## src/rtl/execute_pkg.sv

```systemverilog
// rtl/execute_pkg.sv - shared constants, types and helpers for the RV32IM execute stage
package execute_pkg;

  // ALU operation codes carried in ALUControlE
  localparam logic [3:0] ALU_ADD  = 4'd0;
  localparam logic [3:0] ALU_SUB  = 4'd1;
  localparam logic [3:0] ALU_AND  = 4'd2;
  localparam logic [3:0] ALU_OR   = 4'd3;
  localparam logic [3:0] ALU_XOR  = 4'd4;
  localparam logic [3:0] ALU_SLT  = 4'd5;
  localparam logic [3:0] ALU_SLTU = 4'd6;
  localparam logic [3:0] ALU_SLL  = 4'd7;
  localparam logic [3:0] ALU_SRL  = 4'd8;
  localparam logic [3:0] ALU_SRA  = 4'd9;

  // M-extension funct3 codes
  localparam logic [2:0] F3_MUL    = 3'd0;
  localparam logic [2:0] F3_MULH   = 3'd1;
  localparam logic [2:0] F3_MULHSU = 3'd2;
  localparam logic [2:0] F3_MULHU  = 3'd3;
  localparam logic [2:0] F3_DIV    = 3'd4;
  localparam logic [2:0] F3_DIVU   = 3'd5;
  localparam logic [2:0] F3_REM    = 3'd6;
  localparam logic [2:0] F3_REMU   = 3'd7;

  // Forwarding mux selects; 2'b11 falls back to the register value
  localparam logic [1:0] FWD_REG = 2'b00;
  localparam logic [1:0] FWD_WB  = 2'b01;
  localparam logic [1:0] FWD_MEM = 2'b10;

  typedef enum logic [1:0] {
    DIV_IDLE = 2'd0,
    DIV_BUSY = 2'd1,
    DIV_DONE = 2'd2
  } div_state_t;

  // EX/MEM pipeline register contents
  typedef struct packed {
    logic        regwrite;
    logic [1:0]  result_src;
    logic        memwrite;
    logic [31:0] alu_result;
    logic [31:0] write_data;
    logic [4:0]  rd;
    logic [31:0] pc_plus4;
  } exmem_t;

  function automatic logic [31:0] fwd_sel(input logic [31:0] reg_val,
                                          input logic [1:0]  sel,
                                          input logic [31:0] wb_val,
                                          input logic [31:0] mem_val);
    case (sel)
      FWD_REG: return reg_val;
      FWD_WB:  return wb_val;
      FWD_MEM: return mem_val;
      default: return reg_val;
    endcase
  endfunction

endpackage

```

## src/rtl/Divider.sv

```systemverilog
// rtl/Divider.sv - iterative radix-2 restoring divider with sign fix-up
module Divider
  import execute_pkg::*;
#(
  parameter int XLEN = 32
) (
  input  logic            clk,
  input  logic            rst_n,
  input  logic            start_i,
  input  logic            signed_i,
  input  logic            rem_i,
  input  logic [XLEN-1:0] a_i,
  input  logic [XLEN-1:0] b_i,
  output logic            busy_o,
  output logic            done_o,
  output logic [XLEN-1:0] result_o
);

  localparam int CNT_W = $clog2(XLEN);
  localparam logic [CNT_W-1:0] LAST_STEP = CNT_W'(XLEN - 1);

  div_state_t       state_q, state_d;
  logic [CNT_W-1:0] cnt_q, cnt_d;
  logic [XLEN-1:0]  quo_q, quo_d;
  logic [XLEN-1:0]  rem_q, rem_d;
  logic [XLEN-1:0]  dvs_q, dvs_d;
  logic             rem_sel_q, rem_sel_d;
  logic             neg_quo_q, neg_quo_d;
  logic             neg_rem_q, neg_rem_d;

  logic             a_neg, b_neg;
  logic [XLEN:0]    shifted, diff;

  assign a_neg   = signed_i & a_i[XLEN-1];
  assign b_neg   = signed_i & b_i[XLEN-1];
  assign shifted = {rem_q, quo_q[XLEN-1]};
  assign diff    = shifted - {1'b0, dvs_q};

  // Next state: wait for a divide, run XLEN steps, hold the result for one cycle
  always_comb begin
    state_d = state_q;
    case (state_q)
      DIV_IDLE: if (start_i) state_d = DIV_BUSY;
      DIV_BUSY: if (cnt_q == LAST_STEP) state_d = DIV_DONE;
      DIV_DONE: state_d = DIV_IDLE;
      default:  state_d = DIV_IDLE;
    endcase
  end

  // Datapath: capture magnitudes on start, then one restoring step per BUSY cycle
  always_comb begin
    cnt_d     = cnt_q;
    quo_d     = quo_q;
    rem_d     = rem_q;
    dvs_d     = dvs_q;
    rem_sel_d = rem_sel_q;
    neg_quo_d = neg_quo_q;
    neg_rem_d = neg_rem_q;
    if (state_q == DIV_IDLE && start_i) begin
      cnt_d     = '0;
      quo_d     = a_neg ? -a_i : a_i;
      dvs_d     = b_neg ? -b_i : b_i;
      rem_d     = '0;
      rem_sel_d = rem_i;
      // Divide by zero must return all-ones regardless of operand signs
      neg_quo_d = (a_neg ^ b_neg) && (b_i != '0);
      neg_rem_d = a_neg;
    end else if (state_q == DIV_BUSY) begin
      cnt_d = cnt_q + 1'b1;
      if (!diff[XLEN]) begin
        rem_d = diff[XLEN-1:0];
        quo_d = {quo_q[XLEN-2:0], 1'b1};
      end else begin
        rem_d = shifted[XLEN-1:0];
        quo_d = {quo_q[XLEN-2:0], 1'b0};
      end
    end
  end

  // State and datapath registers; reset abandons any divide in flight
  always_ff @(posedge clk or negedge rst_n) begin
    if (!rst_n) begin
      state_q   <= DIV_IDLE;
      cnt_q     <= '0;
      quo_q     <= '0;
      rem_q     <= '0;
      dvs_q     <= '0;
      rem_sel_q <= 1'b0;
      neg_quo_q <= 1'b0;
      neg_rem_q <= 1'b0;
    end else begin
      state_q   <= state_d;
      cnt_q     <= cnt_d;
      quo_q     <= quo_d;
      rem_q     <= rem_d;
      dvs_q     <= dvs_d;
      rem_sel_q <= rem_sel_d;
      neg_quo_q <= neg_quo_d;
      neg_rem_q <= neg_rem_d;
    end
  end

  assign busy_o   = (state_q == DIV_BUSY);
  assign done_o   = (state_q == DIV_DONE);
  assign result_o = rem_sel_q ? (neg_rem_q ? -rem_q : rem_q)
                              : (neg_quo_q ? -quo_q : quo_q);

endmodule

```

## src/rtl/execute_stage.sv

```systemverilog
// rtl/execute_stage.sv - RV32IM execute stage: forwarding, ALU, multiplier, divider, EX/MEM register
module execute_stage
  import execute_pkg::*;
#(
  parameter int XLEN = 32
) (
  input  logic            clk,
  input  logic            rst_n,
  input  logic            RegWriteE,
  input  logic [1:0]      ResultSrcE,
  input  logic            MemWriteE,
  input  logic [3:0]      ALUControlE,
  input  logic            ALUSrcE,
  input  logic            MulDivE,
  input  logic [2:0]      Funct3E,
  input  logic [XLEN-1:0] RD1E,
  input  logic [XLEN-1:0] RD2E,
  input  logic [XLEN-1:0] ImmExtE,
  input  logic [XLEN-1:0] PCPlus4E,
  input  logic [4:0]      RdE,
  input  logic [1:0]      ForwardAE,
  input  logic [1:0]      ForwardBE,
  input  logic [XLEN-1:0] ResultW,
  output logic            StallE,
  output logic            RegWriteM,
  output logic [1:0]      ResultSrcM,
  output logic            MemWriteM,
  output logic [XLEN-1:0] ALUResultM,
  output logic [XLEN-1:0] WriteDataM,
  output logic [4:0]      RdM,
  output logic [XLEN-1:0] PCPlus4M
);

  exmem_t            exmem_q, exmem_d;
  logic [XLEN-1:0]   src_a, src_b, write_data_e;
  logic [XLEN-1:0]   alu_result, mul_result, div_result;
  logic [2*XLEN-1:0] mul_a, mul_b, product;
  logic [4:0]        shamt;
  logic              div_in_e, div_signed, div_rem, div_busy, div_done;

  assign src_a        = fwd_sel(RD1E, ForwardAE, ResultW, exmem_q.alu_result);
  assign write_data_e = fwd_sel(RD2E, ForwardBE, ResultW, exmem_q.alu_result);
  assign src_b        = ALUSrcE ? ImmExtE : write_data_e;
  assign shamt        = src_b[4:0];

  // Single-cycle integer ALU
  always_comb begin
    alu_result = '0;
    case (ALUControlE)
      ALU_ADD:  alu_result = src_a + src_b;
      ALU_SUB:  alu_result = src_a - src_b;
      ALU_AND:  alu_result = src_a & src_b;
      ALU_OR:   alu_result = src_a | src_b;
      ALU_XOR:  alu_result = src_a ^ src_b;
      ALU_SLT:  alu_result = {{(XLEN-1){1'b0}}, $signed(src_a) < $signed(src_b)};
      ALU_SLTU: alu_result = {{(XLEN-1){1'b0}}, src_a < src_b};
      ALU_SLL:  alu_result = src_a << shamt;
      ALU_SRL:  alu_result = src_a >> shamt;
      ALU_SRA:  alu_result = $signed(src_a) >>> shamt;
      default:  alu_result = '0;
    endcase
  end

  // Full-width product: operands are sign- or zero-extended to 2*XLEN per variant
  always_comb begin
    mul_a      = (Funct3E == F3_MULHU) ? {{XLEN{1'b0}}, src_a} : {{XLEN{src_a[XLEN-1]}}, src_a};
    mul_b      = (Funct3E == F3_MULH)  ? {{XLEN{src_b[XLEN-1]}}, src_b} : {{XLEN{1'b0}}, src_b};
    product    = mul_a * mul_b;
    mul_result = (Funct3E == F3_MUL) ? product[XLEN-1:0] : product[2*XLEN-1:XLEN];
  end

  assign div_in_e   = MulDivE && (Funct3E inside {F3_DIV, F3_DIVU, F3_REM, F3_REMU});
  assign div_signed = !(Funct3E inside {F3_DIVU, F3_REMU});
  assign div_rem    = Funct3E inside {F3_REM, F3_REMU};

  Divider #(.XLEN(XLEN)) u_divider (
    .clk      (clk),
    .rst_n    (rst_n),
    .start_i  (div_in_e),
    .signed_i (div_signed),
    .rem_i    (div_rem),
    .a_i      (src_a),
    .b_i      (src_b),
    .busy_o   (div_busy),
    .done_o   (div_done),
    .result_o (div_result)
  );

  // Hold the front end from the start cycle through every BUSY step; release on DONE
  assign StallE = rst_n && div_in_e && (div_busy || !div_done);

  // EX/MEM next value: a bubble while stalled, otherwise the E-side bundle
  always_comb begin
    exmem_d = '0;
    if (!StallE) begin
      exmem_d.regwrite   = RegWriteE;
      exmem_d.result_src = ResultSrcE;
      exmem_d.memwrite   = MemWriteE;
      exmem_d.write_data = write_data_e;
      exmem_d.rd         = RdE;
      exmem_d.pc_plus4   = PCPlus4E;
      if (div_in_e)     exmem_d.alu_result = div_result;
      else if (MulDivE) exmem_d.alu_result = mul_result;
      else              exmem_d.alu_result = alu_result;
    end
  end

  // EX/MEM pipeline register
  always_ff @(posedge clk or negedge rst_n) begin
    if (!rst_n) exmem_q <= '0;
    else        exmem_q <= exmem_d;
  end

  assign RegWriteM  = exmem_q.regwrite;
  assign ResultSrcM = exmem_q.result_src;
  assign MemWriteM  = exmem_q.memwrite;
  assign ALUResultM = exmem_q.alu_result;
  assign WriteDataM = exmem_q.write_data;
  assign RdM        = exmem_q.rd;
  assign PCPlus4M   = exmem_q.pc_plus4;

endmodule

```

## config.mk

```make
export PLATFORM = sky130hd
export DESIGN_NAME = execute_stage
export DESIGN_NICKNAME = d
export VERILOG_FILES = /design/src/rtl/execute_pkg.sv /design/src/rtl/Divider.sv /design/src/rtl/execute_stage.sv
export SDC_FILE = /design/constraint.sdc
export NUM_CORES = 2
export LEC_CHECK = 0
export BUFFER_PORTS_ARGS = -buffer_cell sky130_fd_sc_hd__buf_4
export CORE_ASPECT_RATIO = 1.2
export CORE_MARGIN = 1
export CORE_UTILIZATION = 55
export DETAILED_ROUTE_END_ITERATION = 8
export PLACE_DENSITY = 0.72
export SYNTH_ARGS = -nofsm -noshare
export SYNTH_HDL_FRONTEND = slang
export SYNTH_SLANG_ARGS = --single-unit
export TNS_END_PERCENT = 30
```

## constraint.sdc

```tcl
create_clock -name clk -period 13.8 [get_ports clk]
set_input_delay 1.38 -clock clk [delete_from_list [all_inputs] [get_ports clk]]
set_output_delay 1.38 -clock clk [all_outputs]
set_load 0.05 [all_outputs]
```

==> qor.txt <==
result of the run = finished, violations left
violated checks = max-capacitance violations, max-slew violations
WP data required = 14.23 ns
Root Buffer = clkbuf_16
Worst-path clk slew = 0.07 ns
Critical R2R Capture = ALUResultM[5]
CTS buffer count = 25
Setup violations, final = 0
Post-Syn Nets = 10200
area of the core = 124000 sq um
post-synthesis adder-cell area fraction = 0.494
top_reg_cell synth = dfrtp_1
drt initial violations = 8924
Layout Utilization = 0.604
synth unique cells = 85
Slew HR = -0.0511
WS Path Type = input pin to flop
Starting Density = 0.558
internal reg-to-reg setup slack = 1.92 ns
Wirelength per Cell = 35.7 um
boundary pin count = 290
Final GP Congestion = 1.11
clock buffer depth = 3
Yosys top cell area share = 0.413
synthesized area = 69000 sq um
first-pass GRT wire length = 499000 um
hold_ws = 0.482 ns
Post-CTS Resized = 0
full die area = 127000 sq um
final hold violations = 0
Max Cap Viol = 1
WHS Path Cells = 2
Finished Layout Cells = 9959
# hold bufs at CTS = 0
Fmax = 76.6 MHz
most area-hungry cell type in the Yosys netlist = fa_1
Die X = 325 um
Synth Area in Simple Gates = 0.128
CP max FO = 25
worst-margin pin slew = 1.58 ns
XOR/XNOR Fraction of Synth Area = 0.0339
share of post-route cells with drive strength above 1 = 0.0868
cells on worst reg2reg path = 32
Setup Fix Bufs, Post-CTS = 0
Seq cells post-synth = 211
vias per cell = 6.61
Hold Crit Start = u_divider.dvs_q[20]
RSZ-0062 raised after global routing = no
critical path launch point type = input pin
Detailed Routing Iterations Pass 1 = 7
H-tree depth = 1
cell mode on critical path = fa_1
Clk Latency, worst-skew pair = 0.56 ns
R2R Path Start = ALUResultM[11]
clock sink count = 211
synth top area cells = fa_1, inv_1, ha_1
remaining global-route overflow = 0
Synthesis Warnings = 0
compound-gate portion of the synthesized area = 0.122
CTS tree = done
vias in the first global route = 68200
Post-synth EDFFs = 0
Post-synth ARST share = 1.00
period utilization = 0.946
wirelength, routed = 356000 um
Rows = 141
Slowest-stage cell, CP = clkinv_1
initial antenna violation count = 42
DRC Markers = 0
main combinational cell family by area after synthesis = adder cells
synthesized instance count = 8146
Setup crit end kind = flop
Hold Path End = u_divider.dvs_q[20]
GRT Total Usage = 0.565
placed cell count = 9881
post-synthesis mux area share = 0.0248
slowest stage delay, CP = 0.98 ns
mean post-synth cell area = 8.47 sq um
via count = 65800
die height = 390 um
largest net degree at the start of global routing = 97
Arr. time, crit path = 13.48 ns
area added between synthesis and finish = 8.32%
setup_tns = 0 ns
worst hold path class = flop to flop
register area share after synthesis = 0.0766
Worst Skew = 0.0123 ns
# port buffers = 289
post-detail-place hpwl = 282000 um
final worst path period need = 13.05 ns
pins over their slew limit = 19
fin nets = 10300
remaining antenna violation count = 0
## how the worst max path moves through the flow
stage / from / end / slack (ns) / cells after the start
after detailed placement: ForwardBE[0] / ALUResultM[5] / 0.78 / 37
after global routing: ForwardBE[0] / ALUResultM[5] / 0.61 / 37
final: ForwardBE[0] / ALUResultM[5] / 0.75 / 37
after floorplan: ForwardBE[0] / ALUResultM[26] / 1.93 / 42
after CTS: ForwardBE[0] / ALUResultM[5] / 1.33 / 37
after global placement: ForwardBE[0] / ALUResultM[5] / 0.86 / 37
## registers in the layout, indices dropped and copies added, names as in the netlist, 2 cells and up
| name | cells |
|---|---|
| u_divider.cnt_q | 5 |
| u_divider.dvs_q | 32 |
| PCPlus4M | 32 |
| ResultSrcM | 2 |
| u_divider.quo_q | 32 |
| u_divider.state_q | 2 |
| WriteDataM | 32 |
| ALUResultM | 32 |
| RdM | 5 |
| u_divider.rem_q | 32 |
## per-layer routing
layer  track usage  part of all wire  vias up
li1              -                 -    25600
met1         0.621              0.31    32200
met2         0.822              0.42     5935
met3         0.188              0.13     2129
met4         0.620              0.14       14
met5             0           0.00025        -
## synth_stat cells, drive strengths merged (78+ instances only)
master / count
inv: 1725
fa: 1424
nand2: 862
nor2: 862
ha: 446
o21ai: 362
clkbuf: 340
a21oi: 307
dfrtp: 211
xnor2: 197
mux2i: 155
buf: 109
a22oi: 83
a31oi: 78
## layout make-up
class                   count  area (sq um)
well taps                1644          2060
fillers                 10600         49000
repair buffers            540          4100
multi-input cells        5737         55700
clock inverters            16           215
inverters                1749          6570
diodes                     33          82.6
flip-flops and latches    211          5280
clock buffers              29           661
## stage by stage
step / worst slack, ns / cell area, sq um
global placement: 0.865 / 73700
floorplan: 1.93 / 69000
global route: 0.608 / 74600
finish: 0.746 / 74700
CTS: 1.33 / 74600
detailed placement: 0.783 / 73700
## logic make-up after synthesis
group | Yosys count
AOI/OAI and AO/OA | 1314
xor gates and xnor gates | 267
adders and majority gates | 1870
buffers and inverters | 2198
DFF | 211
muxes | 169
and+or+nand+nor | 2117
## critical path, delay by kind of cell
| family | cells | cell delay, ns |
|---|---|---|
| adders and majority gates | 13 | 6.06 |
| AOI/OAI and AO/OA | 9 | 2.66 |
| buffers and inverters | 11 | 1.93 |
| and+or+nand+nor | 3 | 0.73 |
| xor gates and xnor gates | 1 | 0.65 |
## layout by cell type (no fill, tap or decap), types with 155 or more instances in the layout
cell        n
buf_4     536
nor2_1    859
dfrtp_1   210
a21oi_1   306
nand2_1   862
ha_1      445
mux2i_1   155
inv_1    1705
o21ai_0   324
fa_1     1424
xnor2_1   196
Power is not shown: default switching activity piles up to over one toggle a cycle in this logic, so the estimate is an artifact.
